$ cat config.mk
export PLATFORM = sky130hd
export DESIGN_NAME = mm_buff_tile_seq
export DESIGN_NICKNAME = d
export VERILOG_FILES = /design/src/rtl/mm_pkg.sv /design/src/rtl/mm_tile_addr_gen.sv /design/src/rtl/mm_buff_tile_seq.sv
export SDC_FILE = /design/constraint.sdc
export NUM_CORES = 1
export LEC_CHECK = 0
export ABC_AREA = 1
export BUFFER_PORTS_ARGS = -buffer_cell sky130_fd_sc_hd__buf_2
export CAP_MARGIN = 20
export CORE_MARGIN = 10
export CORE_UTILIZATION = 35
export CTS_BUF_LIST = sky130_fd_sc_hd__clkbuf_16
export CTS_CLUSTER_DIAMETER = 80
export DETAILED_ROUTE_END_ITERATION = 10
export PLACE_DENSITY = 0.65
export SYNTH_ARGS = -nofsm -noshare
export SYNTH_HDL_FRONTEND = slang
export SYNTH_SLANG_ARGS = --single-unit
$ cat constraint.sdc
create_clock -name clk -period 1.8 [get_ports clk]
set_clock_uncertainty 0.05 [all_clocks]
set_input_delay 0.18 -clock clk [delete_from_list [all_inputs] [get_ports clk]]
set_output_delay 0.18 -clock clk [all_outputs]
set_load 0.05 [all_outputs]
$ cat src/rtl/mm_pkg.sv
// ---------------------------------------------------------------------------
// mm_pkg
// Shared definitions for the MXU operand-buffer tile sequencer.
//   - Default widths for lengths, byte addresses and tile counts.
//   - FSM state encoding used by mm_buff_tile_seq.
//   - Buffer ram_type codes, reused as the channel index inside the
//     address generator so channel 1 is always the iram and channel 0
//     is always the wram.
//   - Small helper that decodes which states drive ctrl_vld to the buffers.
// ---------------------------------------------------------------------------
package mm_pkg;

    localparam int MM_ADDR_W = 12;
    localparam int MM_LEN_W  = 4;
    localparam int MM_TILE_W = 4;

    // Number of operand buffers driven by the sequencer (iram + wram).
    localparam int NUM_RAMS = 2;

    localparam logic [0:0] RAM_TYPE_IRAM = 1'b1;
    localparam logic [0:0] RAM_TYPE_WRAM = 1'b0;

    typedef enum logic [2:0] {
        ST_IDLE  = 3'd0,
        ST_START = 3'd1,
        ST_RUN   = 3'd2,
        ST_GAP   = 3'd3,
        ST_DONE  = 3'd4
    } state_t;

    // The buffers count only while ctrl_vld is high: START and RUN.
    // GAP deliberately drops vld for one cycle so the buffer counters
    // freeze while the new start addresses are produced.
    function automatic logic is_vld_state(input state_t s);
        return (s == ST_START) || (s == ST_RUN);
    endfunction

endpackage : mm_pkg

$ cat src/rtl/mm_tile_addr_gen.sv
// ---------------------------------------------------------------------------
// mm_tile_addr_gen
// Two independent base/stride accumulators, one per operand buffer.
// Channel index follows the buffer ram_type code (1 = iram, 0 = wram).
//
// Ports:
//   clk     in   clock
//   rst_n   in   asynchronous active-low reset
//   clr     in   synchronous clear of addresses and strides (flush)
//   load    in   load base into the address and capture the stride
//   inc     in   add the captured stride to the address
//   base    in   [NUM_RAMS][ADDR_W] start byte address of tile 0
//   stride  in   [NUM_RAMS][ADDR_W] per-tile address increment
//   addr    out  [NUM_RAMS][ADDR_W] current tile start byte address
//
// Priority: clr > load > inc. Addition wraps modulo 2^ADDR_W.
// ---------------------------------------------------------------------------
module mm_tile_addr_gen
    import mm_pkg::*;
#(
    parameter int ADDR_W = MM_ADDR_W
) (
    input  logic                             clk,
    input  logic                             rst_n,
    input  logic                             clr,
    input  logic                             load,
    input  logic                             inc,
    input  logic [NUM_RAMS-1:0][ADDR_W-1:0]  base,
    input  logic [NUM_RAMS-1:0][ADDR_W-1:0]  stride,
    output logic [NUM_RAMS-1:0][ADDR_W-1:0]  addr
);

    genvar gi;
    generate
        for (gi = 0; gi < NUM_RAMS; gi++) begin : g_chan
            logic [ADDR_W-1:0] addr_reg;
            logic [ADDR_W-1:0] stride_reg;

            always_ff @(posedge clk or negedge rst_n) begin
                if (!rst_n) begin
                    addr_reg   <= '0;
                    stride_reg <= '0;
                end else if (clr) begin
                    addr_reg   <= '0;
                    stride_reg <= '0;
                end else if (load) begin
                    addr_reg   <= base[gi];
                    stride_reg <= stride[gi];
                end else if (inc) begin
                    // Carry out is dropped on purpose: addresses wrap silently.
                    addr_reg   <= addr_reg + stride_reg;
                end
            end

            assign addr[gi] = addr_reg;
        end
    endgenerate

endmodule : mm_tile_addr_gen

$ cat src/rtl/mm_buff_tile_seq.sv
// ---------------------------------------------------------------------------
// mm_buff_tile_seq
// Sequencer for a pair of MXU operand buffers (one iram, one wram).
// A matmul command is split along K into (cmd_tile_num+1) tiles. For each
// tile the sequencer pulses buf_start, holds buf_vld while the buffers
// stream, waits until both buffers have signalled their end flag, then
// spends one GAP cycle with buf_vld low while the start addresses advance
// by their strides.
//
// Ports:
//   clk, rst_n                 clock, asynchronous active-low reset
//   cmd_vld / cmd_rdy          command handshake from LSU decode
//   cmd_row_len, cmd_col_len   lengths-1, forwarded to both buffers
//   cmd_tile_num               number of K tiles - 1
//   cmd_iram_base/_stride      iram tile-0 address and per-tile increment
//   cmd_wram_base/_stride      wram tile-0 address and per-tile increment
//   abort                      synchronous flush back to IDLE
//   buf_start, buf_vld         start pulse / ctrl_vld to both buffers
//   buf_row_len, buf_col_len   lengths to both buffers
//   buf_iram_addr/wram_addr    per-buffer start_addr
//   iram_end, wram_end         buffer mxu_end flags
//   mxu_tile_first/last        accumulator control, valid with buf_vld
//   seq_busy, seq_done         status, done is a one-cycle pulse
//
// All outputs except cmd_rdy are registered; they are computed from the
// next-state values so they line up with the state register.
// ---------------------------------------------------------------------------
module mm_buff_tile_seq
    import mm_pkg::*;
#(
    parameter int ADDR_W = MM_ADDR_W,
    parameter int LEN_W  = MM_LEN_W,
    parameter int TILE_W = MM_TILE_W
) (
    input  logic              clk,
    input  logic              rst_n,

    input  logic              cmd_vld,
    output logic              cmd_rdy,
    input  logic [LEN_W-1:0]  cmd_row_len,
    input  logic [LEN_W-1:0]  cmd_col_len,
    input  logic [TILE_W-1:0] cmd_tile_num,
    input  logic [ADDR_W-1:0] cmd_iram_base,
    input  logic [ADDR_W-1:0] cmd_wram_base,
    input  logic [ADDR_W-1:0] cmd_iram_stride,
    input  logic [ADDR_W-1:0] cmd_wram_stride,
    input  logic              abort,

    output logic              buf_start,
    output logic              buf_vld,
    output logic [LEN_W-1:0]  buf_row_len,
    output logic [LEN_W-1:0]  buf_col_len,
    output logic [ADDR_W-1:0] buf_iram_addr,
    output logic [ADDR_W-1:0] buf_wram_addr,
    input  logic              iram_end,
    input  logic              wram_end,

    output logic              mxu_tile_first,
    output logic              mxu_tile_last,
    output logic              seq_busy,
    output logic              seq_done
);

    // -----------------------------------------------------------------------
    // State and datapath registers
    // -----------------------------------------------------------------------
    state_t             state_reg;
    state_t             state_next;
    logic [TILE_W-1:0]  tile_idx_reg;
    logic [TILE_W-1:0]  tile_idx_next;
    logic [TILE_W-1:0]  tile_num_reg;
    logic [TILE_W-1:0]  tile_num_next;
    logic [LEN_W-1:0]   row_len_reg;
    logic [LEN_W-1:0]   col_len_reg;
    logic               end_i_reg;
    logic               end_w_reg;

    logic               buf_start_reg;
    logic               buf_vld_reg;
    logic               tile_first_reg;
    logic               tile_last_reg;
    logic               busy_reg;
    logic               done_reg;

    logic               capture;
    logic               advance;
    logic               both_end;
    logic               vld_next;

    // The end of a tile counts the flag arriving this cycle as well as any
    // flag latched earlier, so simultaneous and skewed ends both work.
    assign both_end = (end_i_reg | iram_end) & (end_w_reg | wram_end);

    // -----------------------------------------------------------------------
    // Next-state logic
    // -----------------------------------------------------------------------
    always_comb begin
        state_next    = state_reg;
        tile_idx_next = tile_idx_reg;
        tile_num_next = tile_num_reg;
        capture       = 1'b0;
        advance       = 1'b0;

        unique case (state_reg)
            ST_IDLE: begin
                if (cmd_vld) begin
                    capture       = 1'b1;
                    state_next    = ST_START;
                    tile_idx_next = '0;
                    tile_num_next = cmd_tile_num;
                end
            end
            ST_START: begin
                state_next = ST_RUN;
            end
            ST_RUN: begin
                if (both_end) begin
                    state_next = ST_GAP;
                end
            end
            ST_GAP: begin
                if (tile_idx_reg == tile_num_reg) begin
                    state_next = ST_DONE;
                end else begin
                    advance       = 1'b1;
                    tile_idx_next = tile_idx_reg + TILE_W'(1);
                    state_next    = ST_START;
                end
            end
            ST_DONE: begin
                state_next = ST_IDLE;
            end
            default: begin
                state_next = ST_IDLE;
            end
        endcase

        // Flush overrides everything, including a command offered in IDLE.
        if (abort) begin
            state_next    = ST_IDLE;
            tile_idx_next = '0;
            capture       = 1'b0;
            advance       = 1'b0;
        end
    end

    assign vld_next = is_vld_state(state_next);

    // -----------------------------------------------------------------------
    // FSM, end latches and registered outputs
    // -----------------------------------------------------------------------
    always_ff @(posedge clk or negedge rst_n) begin
        if (!rst_n) begin
            state_reg      <= ST_IDLE;
            tile_idx_reg   <= '0;
            tile_num_reg   <= '0;
            row_len_reg    <= '0;
            col_len_reg    <= '0;
            end_i_reg      <= 1'b0;
            end_w_reg      <= 1'b0;
            buf_start_reg  <= 1'b0;
            buf_vld_reg    <= 1'b0;
            tile_first_reg <= 1'b0;
            tile_last_reg  <= 1'b0;
            busy_reg       <= 1'b0;
            done_reg       <= 1'b0;
        end else begin
            state_reg    <= state_next;
            tile_idx_reg <= tile_idx_next;
            tile_num_reg <= tile_num_next;

            if (capture) begin
                row_len_reg <= cmd_row_len;
                col_len_reg <= cmd_col_len;
            end

            // End flags are collected only while the buffers are running
            // (START and RUN); GAP wipes them for the next tile and flags
            // seen in IDLE/DONE are simply not recorded.
            if (abort || (state_reg == ST_GAP)) begin
                end_i_reg <= 1'b0;
                end_w_reg <= 1'b0;
            end else if ((state_reg == ST_START) || (state_reg == ST_RUN)) begin
                end_i_reg <= end_i_reg | iram_end;
                end_w_reg <= end_w_reg | wram_end;
            end

            buf_start_reg  <= (state_next == ST_START);
            buf_vld_reg    <= vld_next;
            tile_first_reg <= vld_next && (tile_idx_next == '0);
            tile_last_reg  <= vld_next && (tile_idx_next == tile_num_next);
            busy_reg       <= (state_next != ST_IDLE);
            done_reg       <= (state_next == ST_DONE);
        end
    end

    // -----------------------------------------------------------------------
    // Address generation
    // -----------------------------------------------------------------------
    logic [NUM_RAMS-1:0][ADDR_W-1:0] base_vec;
    logic [NUM_RAMS-1:0][ADDR_W-1:0] stride_vec;
    logic [NUM_RAMS-1:0][ADDR_W-1:0] addr_vec;

    assign base_vec[RAM_TYPE_IRAM]   = cmd_iram_base;
    assign base_vec[RAM_TYPE_WRAM]   = cmd_wram_base;
    assign stride_vec[RAM_TYPE_IRAM] = cmd_iram_stride;
    assign stride_vec[RAM_TYPE_WRAM] = cmd_wram_stride;

    mm_tile_addr_gen #(
        .ADDR_W (ADDR_W)
    ) u_addr_gen (
        .clk    (clk),
        .rst_n  (rst_n),
        .clr    (abort),
        .load   (capture),
        .inc    (advance),
        .base   (base_vec),
        .stride (stride_vec),
        .addr   (addr_vec)
    );

    // -----------------------------------------------------------------------
    // Outputs
    // -----------------------------------------------------------------------
    assign cmd_rdy        = (state_reg == ST_IDLE);
    assign buf_start      = buf_start_reg;
    assign buf_vld        = buf_vld_reg;
    assign buf_row_len    = row_len_reg;
    assign buf_col_len    = col_len_reg;
    assign buf_iram_addr  = addr_vec[RAM_TYPE_IRAM];
    assign buf_wram_addr  = addr_vec[RAM_TYPE_WRAM];
    assign mxu_tile_first = tile_first_reg;
    assign mxu_tile_last  = tile_last_reg;
    assign seq_busy       = busy_reg;
    assign seq_done       = done_reg;

endmodule : mm_buff_tile_seq

[Word-level counts from Yosys, hierarchy flattened]
Cells that the tools add are included.
Word-level totals
  flip-flop bits (word level): 75
  logic and storage cells: 73
Cells by class
  bitwise logic cells: 3
  add/sub/neg operators: 3
  equality and inequality tests: 8
  muxes and demuxes: 31
  reductions and logical operators: 11
Operators with widths (count)
  $mux 12: 10
  $add 12x12->12: 2
  $mux 4: 5
  $mux 3: 4
  $pmux 3 s4: 1
  $mux 1: 10
  $eq 3x2->1 const B: 3
  $eq 4x4->1: 2
  $pmux 4 s2: 1
  $eq 3x1->1 const B: 2
  $reduce_bool 3->1: 2
  $add 4x1->4 const B: 1
  $logic_not 4->1: 1
  $reduce_bool 2->1: 2
  $eq 3x3->1 const B: 1
  $logic_not 3->1: 1
  $logic_or 1x1->1: 3
  $logic_and 1x1->1: 2
  $or 1x1->1: 2
  $and 1x1->1: 1

[Depth between registers and ports, before layout]
  depth after elaboration: 8
  mapped depth: 14
  mapped depth without buffers: 14

[Modules after synthesis]
From an unflattened synthesis, not the netlist that was laid out.
Second synthesis, totals
  cells, all modules: 652
  area, all modules: 4795.8 µm²
Modules (own cells, without submodules)
  mm_tile_addr_gen: area an instance 3375.7 µm², instances 1, cells each 495, seq. area each 1201.2 µm²
  mm_buff_tile_seq: area an instance 1420.1 µm², instances 1, cells each 157, seq. area each 675.6 µm²

[Worst setup path before layout]
OpenSTA, ideal clock, no wires.
  path type: register -> register
  start point: reg u_addr_gen.g_chan[0].addr_reg[0]
  end point: reg u_addr_gen.g_chan[0].addr_reg[8]
  stages on the path, launching flop included: 10
  path slack: -0.409 ns
  data arrival time: 2.033 ns
  data required time: 1.624 ns
  library setup time: 0.126 ns
  cells stage by stage: dfrtp_1 > ha_1 > inv_1 > fa_1 > o21ai_0 > nand3_1 > nand3_1 > a21oi_1 > o21ai_0 > a21oi_2
On the way
  word-level cells in the longest chain between the ends: 4
RTL lines
  from (decl): RTL line mm_tile_addr_gen.sv:36  | logic [ADDR_W-1:0] addr_reg;
  from (signal assigned): RTL line mm_tile_addr_gen.sv:47  | addr_reg <= base[gi];
  from (signal assigned): RTL line mm_tile_addr_gen.sv:51  | addr_reg <= addr_reg + stride_reg;
  $add 12x12->12: RTL line mm_tile_addr_gen.sv:51
  $mux 12: RTL line mm_tile_addr_gen.sv:49  | end else if (inc) begin
  $mux 12: RTL line mm_tile_addr_gen.sv:46  | end else if (load) begin
  $mux 12: RTL line mm_tile_addr_gen.sv:43  | end else if (clr) begin
No other way between the ends. The select of a mux whose other input is x is not followed.
A chain may end at the register's enable or synchronous reset.

[Worst setup path after layout]
  start point: reg u_addr_gen.g_chan[0].stride_reg[0]
  end point: reg u_addr_gen.g_chan[0].addr_reg[8]
On the way
  word-level cells in the longest chain between the ends: 4
RTL lines
  from (decl): RTL line mm_tile_addr_gen.sv:37  | logic [ADDR_W-1:0] stride_reg;
  from (signal assigned): RTL line mm_tile_addr_gen.sv:48  | stride_reg <= stride[gi];
  $add 12x12->12: RTL line mm_tile_addr_gen.sv:51
  $mux 12: RTL line mm_tile_addr_gen.sv:49
  $mux 12: RTL line mm_tile_addr_gen.sv:46
  $mux 12: RTL line mm_tile_addr_gen.sv:43
No other way between the ends. The select of a mux whose other input is x is not followed.

==> metrics.yaml <==
yosys:
  syn_inst: 518
  synth_top_area_frac: 0.425
  yosys_warnings: 0
  synth_flop_cell: "dfrtp_1"
  async_flop_share: 1.00
  yosysMostFrequentCell: "nand2_1"
  syn-mean-instance-area_sq_um: 8.53
  synth-edff-count: 0
  synth.distinct_cells: 41
  synth_largest_area_cell: "dfrtp_1"
  synth_nets: 609
  synth.yosys.seq_area_share: 0.425
  ys_ff_latch: 75
  netlist_area_sq_um: 4420
  synth.top_cells.by_count: "108 x nand2_1, 75 x dfrtp_1, 42 x a21oi_1, 38 x nor2_1, 35 x o21ai_0"
  synth_area_leaders: "dfrtp_1 42%, nand2_1 9.2%, ha_1 6.5%"
run:
  cap_violations: 0
drt:
  wl_per_cell_um: 16.0
  dr_total_vias: 4174
  drt-total-wl_mm: 13.4
  drc: 0
  drt_iter0_drc: 234
  viasPerCell: 4.99
  first_pass_iters: 5
  ant_nets: 0
cts:
  cts_tree: "yes"
  clk_latency_ns: 0.34
  cts_sinks: 75
  clockBufferDepth: 2
  htreeDepth: 3
  numCtsBuffers: 9
  cts.clk_slew.worst_paths_ns: 0.06
  cts-root-buf: "clkbuf_16"
timing:
  hold_violations: 0
  period_share: 0.963
  relSlewSlack: 0.645
  tightest_slew_ns: 0.533
  slew_viol_final: 0
  fmax_ghz: 0.577
  min_period_ns: 1.73
  setup_viol: 0
  rsz0062_at_grt: "true"
  setup_ws_ns: 0.0657
finish:
  fillers: 1191
  syn_to_final_growth_pct: 38.8
  finalNetCount: 753
  design_area_sq_um: 6130
  drive_gt1_frac: 0.397
die:
  dieWidth_um: 132
  initial_core_util: 0.362
  core_area_sq_um: 12200
  pin_count: 105
  dieArea_sq_um: 17500
  die_y_um: 132
  rows: 40
grt:
  grt_pass1_vias: 4337
  grt_max_degree: 40
  grt_pass1_wl_mm: 21.7
  grt_overflow: 0
  track_usage: 0.151
  antenna_found_initial: 2
critical_path:
  cp_slowest_cell: "fa_2"
  crit_arrival_ns: 1.91
  startpoint_type: "register"
  required_ns: 1.98
  crit_path_max_fanout: 3
  cp-end-kind: "register"
  critPathKind: "register to register"
  crit_chain: "ha_4 > inv_2 > fa_2 > o21ai_4 > nand3_2 > nand3_2 > a21oi_2 > o21ai_2 > a21oi_2"
  critical_path.max_stage_delay_ns: 0.41
  crit_family: "adder cells"
  cp.buffers_inverters: 1
placement:
  place_congestion: 0.956
  hpwlAfterDp_mm: 9.68
  place_area_sq_um: 5250
  io_buffer_count: 104
  pre_cts_ws_ns: -0.0306
pwr:
  p_leak_nw: 2.96
  ir_drop_uv: 476
  powerDensity_nw_per_um2: 1000
min_path:
  hold_path.class: "input pin to register"
run_status:
  status: "complete, no violations"
[path summary, 6_finish.rpt]
kind                       depth (start not counted)                                   to  slack, ns                                from
min in group asynchronous                          2     u_addr_gen.g_chan[1].addr_reg[5]       0.31                               rst_n
setup reg to reg                                   9     u_addr_gen.g_chan[0].addr_reg[8]       0.07  u_addr_gen.g_chan[0].stride_reg[0]
hold reg to reg                                    2                       buf_row_len[2]       0.42                      buf_row_len[2]
max in group asynchronous                          3     u_addr_gen.g_chan[0].addr_reg[2]       0.79                               rst_n
hold / removal                                     2  u_addr_gen.g_chan[1].stride_reg[10]       0.02                 cmd_iram_stride[10]
setup / recovery                                   9     u_addr_gen.g_chan[0].addr_reg[8]       0.07  u_addr_gen.g_chan[0].stride_reg[0]
[metal layers]
layer	part of all wire	wire length [um]	up-vias	track usage
met2	0.49	6500	123	0.252
met5	0	0	-	0
met3	0.063	842	20	0.0495
met4	0.020	273	0	0.0556
li1	-	-	2052	-
met1	0.43	5740	1979	0.175
[cells in the final DEF (no fill, tap or decap), types with 3 or more instances in the layout]
cell           count
ha_1               5
nand2_1          106
o21ai_4            3
inv_2             12
xor2_1             4
o21ai_1           13
buf_2            103
o21ai_0           24
buf_4             20
clkinv_1           3
a21oi_2           32
nand2_2            8
nor2_2             5
clkbuf_16          9
inv_1             34
nand3b_1           3
o21ai_2            8
nand3_2            5
nor2_1            34
dfrtp_2           17
ha_4              17
nand2_4            4
nor3_1             3
dlygate4sd3_1     22
nand3_1           26
nor2_4             4
a21o_1             4
dfrtp_1           58
a21oi_1           26
nor3_2             3
a22o_1            22
[what timing repair did]
item / in CTS / in global routing
hold buffers: 22 / 0
gates resized for setup: 8 / 66
setup endpoints to repair: 4 / 20
setup buffers: 3 / 6
endpoints found under the hold margin: 59 / 0
pin swaps: 4 / 15
[kinds of logic after synthesis]
logic type / synth area share
buf+inv: 0.0659
fa+ha+maj: 0.0742
compound gates: 0.210
flops: 0.425
xor+xnor: 0.0119
simple gates: 0.213
[where the power goes]
| group | total, mW | leakage [nW] | switching [mW] | internal [mW] |
|---|---|---|---|---|
| logic | 2.42 | 1.88 | 1.59 | 0.835 |
| clock network | 1.60 | 0.138 | 0.693 | 0.903 |
| registers | 2.15 | 0.950 | 0.219 | 1.93 |
[metrics by stage]
stage	std cells	utilization	total power [mW]	hold slack, ns	TNS [ns]
after CTS	829	0.472	5.97	0.000162	0
after floorplan	518	-	3.67	-0.166	-0.0638
after global placement	788	0.430	4.22	0.139	0
after detailed placement	788	0.430	4.26	0.147	-0.0613
after global routing	835	0.502	6.56	0.00920	-0.115
final	837	0.502	6.16	0.0168	0
[cell type report]
cell class                 count  area [sq um]  area share
antenna                        2          5.00    0.000816
clock buffer                   9           225      0.0367
clock inverter                 7          28.8     0.00469
inverter                      46           183      0.0298
multi-input combinational    381          2640       0.430
sequential                    75          1900       0.309
tap                          168           210      0.0343
timing repair buffer         149           948       0.155
Power figures use the tool's default switching activity.
